**src/rtl/sp_ram_pkg.sv**
```systemverilog
// Shared constants and helpers for the single-port RAM initiator slice.
package sp_ram_pkg;

    localparam int MAX_RAM_LATENCY = 4;

    // Bits needed to count 0..depth inclusive.
    function automatic int cnt_width(input int depth);
        return $clog2(depth + 1);
    endfunction

endpackage

```
**src/rtl/sp_ram_rsp_fifo.sv**
```systemverilog
// First-word-fall-through response FIFO; head entry is visible whenever not empty.
module sp_ram_rsp_fifo
    import sp_ram_pkg::*;
#(
    parameter int DATA_WIDTH = 32,
    parameter int DEPTH      = 2
) (
    input  logic                  Clk_CI,
    input  logic                  Rst_RBI,
    input  logic                  push,
    input  logic [DATA_WIDTH-1:0] push_data,
    input  logic                  pop,
    output logic [DATA_WIDTH-1:0] head_data,
    output logic                  full,
    output logic                  empty
);

    localparam int PW = (DEPTH > 1) ? $clog2(DEPTH) : 1;
    localparam int CW = cnt_width(DEPTH);
    localparam logic [PW-1:0] LAST_PTR  = PW'(DEPTH - 1);
    localparam logic [CW-1:0] FULL_CNT  = CW'(DEPTH);

    logic [DATA_WIDTH-1:0] mem_reg [DEPTH];
    logic [PW-1:0]         wr_ptr_reg, wr_ptr_next;
    logic [PW-1:0]         rd_ptr_reg, rd_ptr_next;
    logic [CW-1:0]         count_reg, count_next;
    logic                  do_push, do_pop;

    function automatic logic [PW-1:0] ptr_inc(input logic [PW-1:0] ptr);
        return (ptr == LAST_PTR) ? '0 : ptr + 1'b1;
    endfunction

    assign full      = (count_reg == FULL_CNT);
    assign empty     = (count_reg == '0);
    assign head_data = mem_reg[rd_ptr_reg];

    // When full, a simultaneous pop frees the head slot that the push lands in.
    assign do_pop  = pop & ~empty;
    assign do_push = push & (~full | do_pop);

    always_comb begin
        wr_ptr_next = wr_ptr_reg;
        rd_ptr_next = rd_ptr_reg;
        count_next  = count_reg;
        if (do_push) wr_ptr_next = ptr_inc(wr_ptr_reg);
        if (do_pop)  rd_ptr_next = ptr_inc(rd_ptr_reg);
        case ({do_push, do_pop})
            2'b10:   count_next = count_reg + 1'b1;
            2'b01:   count_next = count_reg - 1'b1;
            default: count_next = count_reg;
        endcase
    end

    always_ff @(posedge Clk_CI) begin
        if (!Rst_RBI) begin
            wr_ptr_reg <= '0;
            rd_ptr_reg <= '0;
            count_reg  <= '0;
        end else begin
            wr_ptr_reg <= wr_ptr_next;
            rd_ptr_reg <= rd_ptr_next;
            count_reg  <= count_next;
        end
    end

    always_ff @(posedge Clk_CI) begin
        if (do_push) mem_reg[wr_ptr_reg] <= push_data;
    end

    always_ff @(posedge Clk_CI) begin
        if (Rst_RBI) begin
            assert (!(push && full && !pop));
            assert (!(pop && empty));
        end
    end

endmodule

```
**src/rtl/sp_ram_initiator.sv**
```systemverilog
// Valid/ready front end for a single-port RAM: credit-gated requests, latency
// tracking, and in-order read responses through a small FWFT buffer.
module sp_ram_initiator
    import sp_ram_pkg::*;
#(
    parameter int ADDR_WIDTH  = 10,
    parameter int DATA_WIDTH  = 32,
    parameter int RAM_LATENCY = 1,
    parameter int RESP_DEPTH  = 2
) (
    input  logic                  Clk_CI,
    input  logic                  Rst_RBI,
    input  logic                  ReqValid_SI,
    output logic                  ReqReady_SO,
    input  logic                  ReqWrEn_SI,
    input  logic [ADDR_WIDTH-1:0] ReqAddr_DI,
    input  logic [DATA_WIDTH-1:0] ReqWrData_DI,
    output logic                  RspValid_SO,
    input  logic                  RspReady_SI,
    output logic [DATA_WIDTH-1:0] RspData_DO,
    output logic                  RamCSel_SO,
    output logic                  RamWrEn_SO,
    output logic [ADDR_WIDTH-1:0] RamAddr_DO,
    output logic [DATA_WIDTH-1:0] RamWrData_DO,
    input  logic [DATA_WIDTH-1:0] RamRdData_DI
);

    localparam int CW = cnt_width(RESP_DEPTH);
    localparam logic [CW-1:0] CREDIT_MAX = CW'(RESP_DEPTH);

    logic [CW-1:0]        credit_reg, credit_next;
    logic [RAM_LATENCY:0] pipe_chain;
    logic                 req_accept, rd_accept, rsp_pop, rsp_push;
    logic                 fifo_full, fifo_empty;

    // A credit reserves one buffer slot for every read in the RAM pipeline, so
    // returning data always has somewhere to land regardless of backpressure.
    assign RspValid_SO = Rst_RBI & ~fifo_empty;
    assign rsp_pop     = RspValid_SO & RspReady_SI;
    assign ReqReady_SO = Rst_RBI & ((credit_reg != '0) | rsp_pop);
    assign req_accept  = ReqValid_SI & ReqReady_SO;
    assign rd_accept   = req_accept & ~ReqWrEn_SI;

    assign RamCSel_SO   = req_accept;
    assign RamWrEn_SO   = ReqWrEn_SI;
    assign RamAddr_DO   = ReqAddr_DI;
    assign RamWrData_DO = ReqWrData_DI;

    always_comb begin
        credit_next = credit_reg;
        case ({rd_accept, rsp_pop})
            2'b10:   credit_next = credit_reg - 1'b1;
            2'b01:   credit_next = credit_reg + 1'b1;
            default: credit_next = credit_reg;
        endcase
    end

    always_ff @(posedge Clk_CI) begin
        if (!Rst_RBI) begin
            credit_reg <= CREDIT_MAX;
        end else begin
            credit_reg <= credit_next;
        end
    end

    // Read-valid shift register matching the RAM's read latency.
    assign pipe_chain[0] = rd_accept;

    generate
        for (genvar gi = 0; gi < RAM_LATENCY; gi++) begin : g_lat
            logic stage_reg;
            always_ff @(posedge Clk_CI) begin
                if (!Rst_RBI) begin
                    stage_reg <= 1'b0;
                end else begin
                    stage_reg <= pipe_chain[gi];
                end
            end
            assign pipe_chain[gi+1] = stage_reg;
        end
    endgenerate

    assign rsp_push = pipe_chain[RAM_LATENCY];

    sp_ram_rsp_fifo #(
        .DATA_WIDTH (DATA_WIDTH),
        .DEPTH      (RESP_DEPTH)
    ) i_rsp_fifo (
        .Clk_CI    (Clk_CI),
        .Rst_RBI   (Rst_RBI),
        .push      (rsp_push),
        .push_data (RamRdData_DI),
        .pop       (rsp_pop),
        .head_data (RspData_DO),
        .full      (fifo_full),
        .empty     (fifo_empty)
    );

    always_ff @(posedge Clk_CI) begin
        if (Rst_RBI) begin
            assert (RAM_LATENCY >= 1 && RAM_LATENCY <= MAX_RAM_LATENCY);
            assert (credit_reg <= CREDIT_MAX);
            assert (!(rd_accept && !rsp_pop && credit_reg == '0));
            assert (!(rsp_push && fifo_full && !rsp_pop));
        end
    end

endmodule

```
**config.mk**
```make
export PLATFORM = sky130hd
export DESIGN_NAME = sp_ram_initiator
export DESIGN_NICKNAME = d
export VERILOG_FILES = /design/src/rtl/sp_ram_pkg.sv /design/src/rtl/sp_ram_rsp_fifo.sv /design/src/rtl/sp_ram_initiator.sv
export SDC_FILE = /design/constraint.sdc
export NUM_CORES = 1
export LEC_CHECK = 0
export BUFFER_PORTS_ARGS = -buffer_cell sky130_fd_sc_hd__buf_2
export CAP_MARGIN = 10
export CORE_ASPECT_RATIO = 1.2
export CORE_MARGIN = 2
export CORE_UTILIZATION = 45
export DETAILED_ROUTE_END_ITERATION = 8
export GPL_TIMING_DRIVEN = 1
export PLACE_DENSITY = 0.82
export SLEW_MARGIN = 20
export SYNTH_ARGS = -nofsm -noshare
export SYNTH_HDL_FRONTEND = slang
export SYNTH_SLANG_ARGS = --single-unit
```
**constraint.sdc**
```tcl
create_clock -name Clk_CI -period 5.13 [get_ports Clk_CI]
set_clock_uncertainty 0.15 [all_clocks]
set_input_delay 0.7695 -clock Clk_CI [delete_from_list [all_inputs] [get_ports Clk_CI]]
set_output_delay 0.7695 -clock Clk_CI [all_outputs]
set_load 0.01 [all_outputs]
```
**Word-level counts from Yosys, hierarchy flattened**

Memories as Yosys holds them, arrays and structs flattened. A register that Yosys moved wholly into a read port is not among the register bits.
Index checks and enable logic that the tools add are counted.

- Register bits: 7
- Memory bits (writable): 64
- Input port bits: 79
- Output and inout port bits: 78
- Memories: 1

Memories:

| memory | depth | width | rd ports | clocked after Yosys merged registers in | write ports | line | RTL |
|---|---|---|---|---|---|---|---|
| i_rsp_fifo.mem_reg | 2 | 32 | 1 | 1 | 1 | sp_ram_rsp_fifo.sv:23 | `logic [DATA_WIDTH-1:0] mem_reg [DEPTH];` |

- Add/sub/neg operators: 6
- Eq/ne operators: 5
- Mux-type cells: 8
- Bitwise gates (word level): 12
- Reductions and logical operators: 4

Operator list:

| kind | count |
|---|---|
| 2-bit one-hot mux with 2 select lines | 2 |
| 1-bit AND | 7 |
| 2-bit equality test, second input constant | 3 |
| 1-bit 2-to-1 mux | 6 |
| 2-bit nonzero test | 3 |
| 2-bit by 1-bit adder with 2-bit output, second input constant | 2 |
| 2-bit by 1-bit equality test with 1-bit output, second input constant | 2 |
| 2-bit by 1-bit subtractor with 2-bit output, second input constant | 2 |
| 1-bit NOT | 3 |
| 1-bit adder, second input constant | 2 |
| 2-bit logical NOT | 1 |
| 1-bit bitwise OR | 2 |

**Depth between registers and ports, before layout**

- Word-level depth: 10
- Mapped depth: 8

**Modules after synthesis**

Synthesis repeated with hierarchy kept, for this count alone.

- Cells, all modules: 190
- Area, all modules: 3174.3 um^2

By module, submodules not included:

| module | times used | cells an instance | area each (um^2) |
|---|---|---|---|
| sp_ram_rsp_fifo | 1 | 130 | 2688.8 |
| sp_ram_initiator | 1 | 60 | 485.5 |

**Least setup slack after synthesis**

Ideal clock, no wire load.

- Path type: input port to flip-flop
- Start: input port Rst_RBI
- End: memory i_rsp_fifo.mem_reg[0][0] (enable)
- Library setup time: 468 ps
- Arrival: 3515 ps
- Setup slack: 997 ps
- Stages on the path: 3
- Path through: clkbuf_1 a21oi_1 nor3b_1

- Word-level cells in the longest chain between the ends: 7

Ends and longest elaborated chain:

| element | line | RTL |
|---|---|---|
| start: declaration | sp_ram_initiator.sv:12 | `input logic Rst_RBI,` |
| 1-bit AND | sp_ram_initiator.sv:38 | `assign RspValid_SO = Rst_RBI & ~fifo_empty;` |
| 1-bit AND | sp_ram_initiator.sv:39 | `assign rsp_pop = RspValid_SO & RspReady_SI;` |
| 1-bit AND | sp_ram_rsp_fifo.sv:38 | `assign do_pop = pop & ~empty;` |
| 1-bit bitwise OR | sp_ram_rsp_fifo.sv:39 | `assign do_push = push & (~full \| do_pop);` |
| 1-bit AND | sp_ram_rsp_fifo.sv:39 |  |
| 1-bit 2-to-1 mux | sp_ram_rsp_fifo.sv:67 | `if (do_push) mem_reg[wr_ptr_reg] <= push_data;` |
| 1-bit 2-to-1 mux (implied by the code) | sp_ram_rsp_fifo.sv:67 |  |
| end: declaration | sp_ram_rsp_fifo.sv:23 |  |

Every way passes these cells.

==> out/results.ini <==
[status]
status=finished clean

[cts]
post-cts-setup-buffer-count=0
clockRootBuffer=clkbuf_8
cts_tree=done
cts_buffer_depth=2
cts_hold_buf=0
numClockSinks=72
htreeDepth=3
ctsResizeCount=0
path_clk_slew_ns=0.08
clock_latency_ns=0.33
cts_made_buffers=9

[drt]
wl_mm=4.83
wl_per_cell_um=15.3
dr.pass1.iters=4
vias_per_cell=4.87
drt_iter0_markers=76
vias=1533
ant_nets=0
drc_errors=0

[worst_setup_path]
critPathCaptureType=output pin
reg2reg_to=i_rsp_fifo.mem_reg[1][27]$_DFFE_PP_
reg2reg_from=i_rsp_fifo.count_reg[0]$_SDFFE_PN0P_
crit_type=reg2out
critPathArrivalTime_ns=1.66
r2r_cells=3
r2r_slack_ns=3.18
cp.required_ns=4.21
crit_fanout=29
cp-start-kind=register

[power_and_ir_drop]
power_density_nw_per_um2=358
p_comb_frac=0.064
p_leak_nw=1.27
p_sw_frac=0.204
ir_worst_vdd_mv=0.212
power.share.clock=0.395
p_seq_frac=0.541
p_int_uw=968
p_sw_uw=249

[timing]
slew_viol_final=0
finalCritPeriodShare=0.503
max_freq_mhz=387
rsz0062_at_grt=no
finalSetupTns_ns=0
timing.slew.headroom=0.486
setup_viol=0
worst_slew_pin_slew_ns=0.771
hold_viol=0
min_period_ns=2.58

[place]
dp_cells=299
gp_congestion=0.701
hpwlAfterDp_mm=3.18
portBuffers=72

[floorplanning]
die_h_um=94.1
initial_utilization=0.470
rows=32
core_area_um2=6490
io_pins=157
die_area_um2=7440
die_w_um=79.1

[synth]
yosysWarningCount=0
syn-cell-area_um2=3050
yosysTopAreaCellShare=0.631
synth.distinct_cells=29
ys_seq_area_frac=0.684
synthTopCellsByArea=edfxtp_1 (63%), mux2_2 (11%), buf_4 (11%)
ys_async_sr_fraction=0
synth_nets=269
ys.flop_type=edfxtp_1
yosys.cell_count.top_type=edfxtp_1
ys_top_cells_by_count=edfxtp_1 (64), buf_4 (43), mux2_2 (30), dfxtp_1 (8), nor2b_1 (4)
synth_seq_cells=72
synthesis.instances=189
synth_edf_count=64
syn_area_per_cell_um2=16.1
synth_largest_area_cell=edfxtp_1

[cells_and_area]
seq_area_um2=2080
areaGrowthSynthToFinish_pct=11.5
multi_input_area_um2=613
final_util=0.524
fin_nets=305
stdcell_count=315
largest_register_ffs=64
n_fill_cell=570
antenna_cells=0
drive_above_1_share=0.526

[global_route]
antenna_found_initial=0
grt_pass1_vias=1565
grt_pass1_wl_mm=7.27
grt_max_degree=33
grt.total_usage=0.134
grt_overflow_total=0

[worst_hold_path]
min_from=i_rsp_fifo.wr_ptr_reg$_SDFFE_PN0P_
hold_path_depth=2
hp-class=reg2reg
holdPathEnd=i_rsp_fifo.wr_ptr_reg$_SDFFE_PN0P_

[flow_run]
cap_violations=0

-- cells in the final DEF (no fill, tap or decap), types with 2 or more instances in the layout --
cell type | netlist | layout
buf_2 | 3 | 72
bufinv_16 | 0 | 2
mux2_2 | 30 | 30
buf_4 | 43 | 2
a21oi_1 | 3 | 3
and2_1 | 3 | 3
mux2_1 | 2 | 2
o21a_1 | 2 | 2
dfxtp_1 | 8 | 8
xnor2_1 | 2 | 2
edfxtp_1 | 64 | 64
clkinvlp_4 | 0 | 2
nor2_1 | 2 | 2
nor2b_1 | 4 | 4
clkbuf_8 | 0 | 9
nand2b_1 | 3 | 3
o21ai_0 | 3 | 3
-- power by group through the flow --
stage	Clock, mW	Combinational [mW]	Sequential, mW
4_1_cts	0.497	0.0794	0.658
2_1_floorplan	0	0.0770	0.670
6_report	0.481	0.0777	0.658
3_5_place_dp	0	0.0791	0.671
5_1_grt	0.525	0.0855	0.659
3_3_place_gp	0	0.0769	0.671
-- layout make-up --
cell class | instances | share of cell area
Clock buffer | 10 | 0.0376
Multi-Input combinational cell | 68 | 0.180
Clock inverter | 6 | 0.0273
Sequential cell | 72 | 0.613
Timing Repair Buffer | 74 | 0.110
Tap cell | 85 | 0.0313
-- worst max path at each step --
stage,startpoint,end,slack [ns],cells past startpoint
3_5_place_dp,RspReady_SI,RamCSel_SO,2.60,5
5_1_grt,register,RspData_DO[2],2.43,3
4_1_cts,register,RspData_DO[2],2.49,3
3_3_place_gp,RspReady_SI,RamCSel_SO,2.62,5
6_report,register,RspData_DO[2],2.55,3
2_1_floorplan,Rst_RBI,i_rsp_fifo.mem_reg[0][0]$_DFFE_PP_,1.0,3
-- stage by stage --
step	hold WS, ns	instance area, um2	setup slack, ns	power, mW
2_1_floorplan	0.305	3050	0.997	0.747
3_3_place_gp	0.330	3180	2.62	0.748
3_5_place_dp	0.352	3180	2.60	0.750
4_1_cts	0.368	3400	2.49	1.23
5_1_grt	0.385	3400	2.43	1.27
6_report	0.367	3400	2.55	1.22
-- logic make-up (layout without fill, tap and decap cells) --
| logic type | Yosys count | after routing | synth area share |
|---|---|---|---|
| and+or+nand+nor | 20 | 20 | 0.0415 |
| AOI/OAI and AO/OA | 11 | 11 | 0.0234 |
| xor gates and xnor gates | 3 | 3 | 0.00863 |
| muxes | 33 | 33 | 0.122 |
| buffers and inverters | 49 | 90 | 0.117 |
| adders and majority gates | 1 | 1 | 0.00411 |
| DFF | 72 | 72 | 0.684 |
-- layer usage --
| layer | GRT usage | wire, um | vias up | share of wire |
|---|---|---|---|---|
| met5 | 0 | 0 | - | 0 |
| met4 | 0.115 | 185 | 0 | 0.038 |
| met3 | 0.0538 | 408 | 17 | 0.084 |
| met2 | 0.218 | 2470 | 77 | 0.51 |
| met1 | 0.132 | 1760 | 719 | 0.37 |
| li1 | - | - | 720 | - |
-- critical path, stage by stage, from the launching register on --
cell	delay, ns
dfxtp_1	0.40
buf_4	0.39
mux2_2	0.40
buf_2	0.14
Note: power is estimated with default switching activity, not from simulation.
